`config.mk`:
```
export PLATFORM = sky130hd
export DESIGN_NAME = div_sixteen
export DESIGN_NICKNAME = d
export VERILOG_FILES = /design/src/rtl/div_pkg.sv /design/src/rtl/div_sixteen_sub_seventeen.sv /design/src/rtl/div_sixteen.sv
export SDC_FILE = /design/constraint.sdc
export NUM_CORES = 1
export LEC_CHECK = 0
export CAP_MARGIN = 20
export CORE_MARGIN = 2
export CORE_UTILIZATION = 49
export CTS_CLUSTER_DIAMETER = 50
export CTS_CLUSTER_SIZE = 24
export DETAILED_ROUTE_END_ITERATION = 7
export GPL_ROUTABILITY_DRIVEN = 0
export HOLD_SLACK_MARGIN = 0.05
export PLACE_DENSITY = 0.88
export SKIP_CTS_REPAIR_TIMING = 1
export SYNTH_ARGS = -nofsm -noshare
export SYNTH_HDL_FRONTEND = slang
export SYNTH_SLANG_ARGS = --single-unit
```
`constraint.sdc`:
```
create_clock -name clk -period 2.5 [get_ports clk]
set_input_delay 0.375 -clock clk [delete_from_list [all_inputs] [get_ports clk]]
set_output_delay 0.375 -clock clk [all_outputs]
set_load 0.02 [all_outputs]
```
`src/rtl/div_pkg.sv`:
```
// div_pkg: shared constants and types for the 16-bit sequential divider.
//   DIV_W    - datapath width (16)
//   DIV_ITER - number of restoring iterations per divide (one quotient bit each)
//   CNT_W    - iteration counter width
//   div_state_t - controller states IDLE / RUN / DONE
package div_pkg;

    localparam int DIV_W    = 16;
    localparam int DIV_ITER = 16;
    localparam int CNT_W    = $clog2(DIV_ITER);

    typedef enum logic [1:0] {
        IDLE = 2'd0,
        RUN  = 2'd1,
        DONE = 2'd2
    } div_state_t;

    // Two's-complement negate at datapath width.
    function automatic logic [DIV_W-1:0] neg_w(input logic [DIV_W-1:0] v);
        return (~v) + DIV_W'(1);
    endfunction

endpackage

```
`src/rtl/div_sixteen_sub_seventeen.sv`:
```
// sub_seventeen: combinational 17-bit trial subtractor for the restoring divider.
//   i_a      [16:0] minuend (shifted partial remainder)
//   i_b      [16:0] subtrahend (zero-extended divisor)
//   o_diff   [16:0] i_a - i_b
//   o_borrow        1 when i_b > i_a (trial subtraction fails)
module sub_seventeen
    import div_pkg::*;
(
    input  logic [DIV_W:0] i_a,
    input  logic [DIV_W:0] i_b,
    output logic [DIV_W:0] o_diff,
    output logic           o_borrow
);

    assign {o_borrow, o_diff} = {1'b0, i_a} - {1'b0, i_b};

endmodule

```
`src/rtl/div_sixteen.sv`:
```
// div_sixteen: sequential 16-bit restoring divider, one quotient bit per clock.
// Optional build macro SIGNED_DIV_EN selects two's-complement operands
// (truncating division, remainder follows dividend sign, o flags 8000/FFFF).
// Ports:
//   clk, reset          rising-edge clock, asynchronous active-high reset
//   start               request, sampled only in IDLE with dividend/divisor
//   dividend, divisor   16-bit operands
//   busy                high whenever not IDLE
//   done                one-cycle pulse; results valid from this cycle on
//   quotient, remainder registered results, held until the next completion
//   dz, o               divide-by-zero and signed-overflow flags
//
// state | meaning
// IDLE  | waiting for start; results hold
// RUN   | 16 trial-subtract iterations, counter 0..15
// DONE  | done pulse for one cycle, then IDLE
module div_sixteen
    import div_pkg::*;
(
    input  logic             clk,
    input  logic             reset,
    input  logic             start,
    input  logic [DIV_W-1:0] dividend,
    input  logic [DIV_W-1:0] divisor,
    output logic             busy,
    output logic             done,
    output logic [DIV_W-1:0] quotient,
    output logic [DIV_W-1:0] remainder,
    output logic             dz,
    output logic             o
);

    div_state_t       r_state, w_next_state;
    logic [CNT_W-1:0] r_cnt;
    logic [DIV_W:0]   r_rem;
    logic [DIV_W-1:0] r_q, r_dvsr;
    logic [DIV_W-1:0] r_quotient, r_remainder;
    logic             r_dz, r_o;
    logic             r_neg_q, r_neg_r, r_ovf;

    logic [DIV_W-1:0] w_a_mag, w_b_mag;
    logic             w_a_neg, w_b_neg, w_ovf;
    logic [DIV_W:0]   w_rshift, w_diff, w_rem_nx;
    logic             w_borrow, w_last;
    logic [DIV_W-1:0] w_q_nx, w_quo_fin, w_rem_fin;

    // Operand conditioning: the core always divides unsigned magnitudes.
    always_comb begin
        w_a_mag = dividend;
        w_b_mag = divisor;
        w_a_neg = 1'b0;
        w_b_neg = 1'b0;
        w_ovf   = 1'b0;
`ifdef SIGNED_DIV_EN
        w_a_neg = dividend[DIV_W-1];
        w_b_neg = divisor[DIV_W-1];
        w_a_mag = w_a_neg ? neg_w(dividend) : dividend;
        w_b_mag = w_b_neg ? neg_w(divisor)  : divisor;
        w_ovf   = (dividend == 16'h8000) && (divisor == 16'hFFFF);
`endif
    end

    assign w_rshift = {r_rem[DIV_W-1:0], r_q[DIV_W-1]};

    sub_seventeen u_sub (
        .i_a      (w_rshift),
        .i_b      ({1'b0, r_dvsr}),
        .o_diff   (w_diff),
        .o_borrow (w_borrow)
    );

    assign w_rem_nx  = w_borrow ? w_rshift : w_diff;
    assign w_q_nx    = {r_q[DIV_W-2:0], ~w_borrow};
    assign w_last    = (r_cnt == CNT_W'(DIV_ITER - 1));
    // Sign fix-up on the final iteration edge keeps latency identical to unsigned.
    assign w_quo_fin = r_neg_q ? neg_w(w_q_nx) : w_q_nx;
    assign w_rem_fin = r_neg_r ? neg_w(w_rem_nx[DIV_W-1:0]) : w_rem_nx[DIV_W-1:0];

    always_ff @(posedge clk or posedge reset) begin
        if (reset) r_state <= IDLE;
        else       r_state <= w_next_state;
    end

    always_comb begin
        w_next_state = r_state;
        unique case (r_state)
            IDLE:    if (start) w_next_state = (divisor == '0) ? DONE : RUN;
            RUN:     if (w_last) w_next_state = DONE;
            DONE:    w_next_state = IDLE;
            default: w_next_state = IDLE;
        endcase
    end

    always_ff @(posedge clk or posedge reset) begin
        if (reset) begin
            r_cnt       <= '0;
            r_rem       <= '0;
            r_q         <= '0;
            r_dvsr      <= '0;
            r_neg_q     <= 1'b0;
            r_neg_r     <= 1'b0;
            r_ovf       <= 1'b0;
            r_quotient  <= '0;
            r_remainder <= '0;
            r_dz        <= 1'b0;
            r_o         <= 1'b0;
        end else begin
            unique case (r_state)
                IDLE: begin
                    if (start) begin
                        r_cnt   <= '0;
                        r_rem   <= '0;
                        r_q     <= w_a_mag;
                        r_dvsr  <= w_b_mag;
                        r_neg_q <= w_a_neg ^ w_b_neg;
                        r_neg_r <= w_a_neg;
                        r_ovf   <= w_ovf;
                        if (divisor == '0) begin
                            r_quotient  <= 16'hFFFF;
                            r_remainder <= dividend;
                            r_dz        <= 1'b1;
                            r_o         <= 1'b0;
                        end
                    end
                end
                RUN: begin
                    r_rem <= w_rem_nx;
                    r_q   <= w_q_nx;
                    r_cnt <= r_cnt + CNT_W'(1);
                    if (w_last) begin
                        r_quotient  <= w_quo_fin;
                        r_remainder <= w_rem_fin;
                        r_dz        <= 1'b0;
                        r_o         <= r_ovf;
                    end
                end
                default: ;
            endcase
        end
    end

    assign busy      = (r_state != IDLE);
    assign done      = (r_state == DONE);
    assign quotient  = r_quotient;
    assign remainder = r_remainder;
    assign dz        = r_dz;
    assign o         = r_o;

endmodule

```
==> reports/metrics.yaml <==
job:
  cap_viol_max_count: 0
grt:
  overflow: 0
  grt_start_max_net_pins: 35
  grt_pass1_wl_mm: 21.25
  grt_pass1_vias: 4409
  grtUsageTotal_pct: 25.75
  antenna_found_initial: 0
routing:
  vias: 4515
  dr.pass1.iters: 5
  drcViolationCount: 0
  ant_nets: 0
  wl_per_cell_um: 18.15
  wl_mm: 13.74
  routed_via_density: 5.964
  drt_iter0_drc: 289
run_status:
  violations: "negative setup slack"
  status: "finished, violations left"
pwr:
  clockPowerShare_pct: 10.0
  ir_drop_v: 0.0007697
  combPwrFrac_pct: 63.5
  p_seq_share_pct: 26.5
  report.power.total_mw: 10.05
  internal_power_mw: 5.361
  p_switching_mw: 4.686
  power_per_cell_area_mw_per_mm2: 1621
  p_sw_share_pct: 46.64
  total_leakage_power_nw: 2.571
logic_synthesis:
  synth-edff-count: 0
  avgSynthCellArea_um2: 8.925
  yosysTopAreaCellShare_pct: 45.77
  synthCells: 533
  yosysUniqueCellTypes: 58
  synth_top_area_cell: "dfrtp_1"
  synth_common_cells: "94 x nand2_1, 87 x dfrtp_1, 78 x o21ai_0, 27 x a21oi_1, 26 x clkbuf_1"
  synth_most_common_cell: "nand2_1"
  synth-seq-area-share_pct: 45.77
  synthesis.nets: 586
  syn_area_mm2: 0.004757
  async_flop_share_pct: 100.0
  yosys-top-cells-area: "dfrtp_1 46%, o21ai_0 8.2%, nand2_1 7.4%"
  synth_seq_cells: 87
  synth-main-ff-cell: "dfrtp_1"
  ys_warn_count: 0
finish:
  num_antenna_cells: 0
  final-seq-area_mm2: 0.002178
  drive_above_1_share_pct: 17.20
  final_net_count: 676
  multiInputGateArea_mm2: 0.002535
  area_growth_pct: 30.30
  fill_cells: 694
sta:
  setup_viol: 21
  worst_slew_pin_slew_ns: 0.5707
  finalHoldViolCount: 0
  fin_ws_ns: -0.05298
  fin_skew_ns: 0.01200
  drv_slew: 0
  min_period_over_period_pct: 102.1
  rsz0062_at_grt: "true"
  min_period_ns: 2.553
  setup_tns_ns: -0.5858
  maxSlewHeadroom_pct: 61.81
  fmax_mhz: 391.7
die:
  row_count: 35
  dieArea_mm2: 0.01051
  start_util_pct: 51.00
  ios: 71
  core_area_mm2: 0.009328
  floorplan.die.height_um: 102.5
  dieWidth_um: 102.5
cts:
  clkSinkCount: 87
  h-tree-depth: 3
  cts_tree: "yes"
  clk_latency_ns: 0.38
  cts.clk_slew.worst_paths_ns: 0.11
  root_buffer: "clkbuf_8"
  numCtsBuffers: 9
  cts_buffer_depth: 2
critical_path:
  cp-start-kind: "flip-flop"
  critPathMaxFanout: 8
  cp.arrival_ns: 2.82
  cp_data_required_time_ns: 2.76
  critPathCaptureType: "flip-flop"
  r2r-start: "r_rem[11]"
  startpoint: "r_rem[11]"
  critPathKind: "reg2reg"
placed_design:
  dp_hpwl_mm: 9.320
  pre_cts_slack_ns: -0.05776
  io_buffers: 69
hold_path:
  hp-class: "in2async"
[sequential cells by signal (all words and copies together) (netlist names)]
register / cells
r_state: 2
r_rem: 16
r_dvsr: 16
quotient: 16
remainder: 16
dz: 1
r_cnt: 4
r_q: 16
[layer usage]
metal  up-vias  routed length, um  global-route usage (%)
met2       243               6414                   39.62
met4         0                350                   8.718
met3        41               1260                   6.712
li1       2069                  -                       -
met5         -                  0                       0
met1      2162               5713                   35.66
[placed cells by master, fill, tap and decap left out, drive strengths merged, types with 17 or more instances in the layout]
| cell type | synthesis | final |
|---|---|---|
| a21oi | 28 | 28 |
| buf | 6 | 42 |
| clkdlybuf4s50 | 0 | 69 |
| dfrtp | 87 | 87 |
| ha | 17 | 17 |
| inv | 19 | 24 |
| nand2 | 94 | 94 |
| nor2 | 24 | 24 |
| nor2b | 22 | 22 |
| o21ai | 83 | 83 |
[worst paths after layout]
kind	end	slack, ns	cells after the start
min in group clk	dz	0.52	2
max	remainder[4]	-0.05	9
max reg2reg	remainder[4]	-0.05	9
min	r_dvsr[3]	0.36	2
max in group asynchronous	r_rem[2]	1.53	3
min reg2reg	dz	0.52	2
[stage by stage]
stage	instance area, um2	cells	hold slack, ns	utilization, %
after floorplan	4761	533	0.4614	-
after global placement	5769	733	0.4884	61.85
after detailed placement	5769	733	0.4954	61.85
after CTS	5962	749	0.3815	63.92
after global routing	6198	757	0.3913	66.45
final	6198	757	0.3647	66.45
[power groups by stage]
stage	combinational [mW]	clock, mW	sequential [mW]
6_report	6.38	1.00	2.66
2_1_floorplan	3.38	0	2.76
4_1_cts	5.48	1.00	2.60
5_1_grt	6.87	1.10	2.71
3_5_place_dp	5.40	0	2.61
3_3_place_gp	5.18	0	2.59
[logic make-up (layout without fill, tap and decap cells)]
logic type,Yosys count,count (layout),synth area share (%)
buffers and inverters,51,146,4.524
DFF,87,87,45.77
adders and majority gates,18,18,4.892
muxes,8,8,1.736
other,1,1,0.07883
xor gates and xnor gates,7,7,1.289
and+or+nand+nor,183,183,18.10
AOI/OAI and AO/OA,178,178,23.62
[worst max-delay path, stage by stage (launching register included)]
cell,delay (ns)
dfrtp_1,0.46
ha_1,0.34
a21o_1,0.23
a31oi_2,0.19
o221ai_2,0.20
a211oi_4,0.41
buf_6,0.19
a211oi_1,0.05
a21oi_1,0.21
o221ai_1,0.13
[final cells by class]
class                           instances  area share [%]
Clock buffer                            9           1.998
Clock inverter                          7           1.110
Inverter                               19           1.211
Multi-Input combinational cell        395           40.90
Sequential cell                        87           35.14
Tap cell                              129           2.604
Timing Repair Buffer                  111           17.04
No activity file was read; power rests on OpenSTA's default activity.
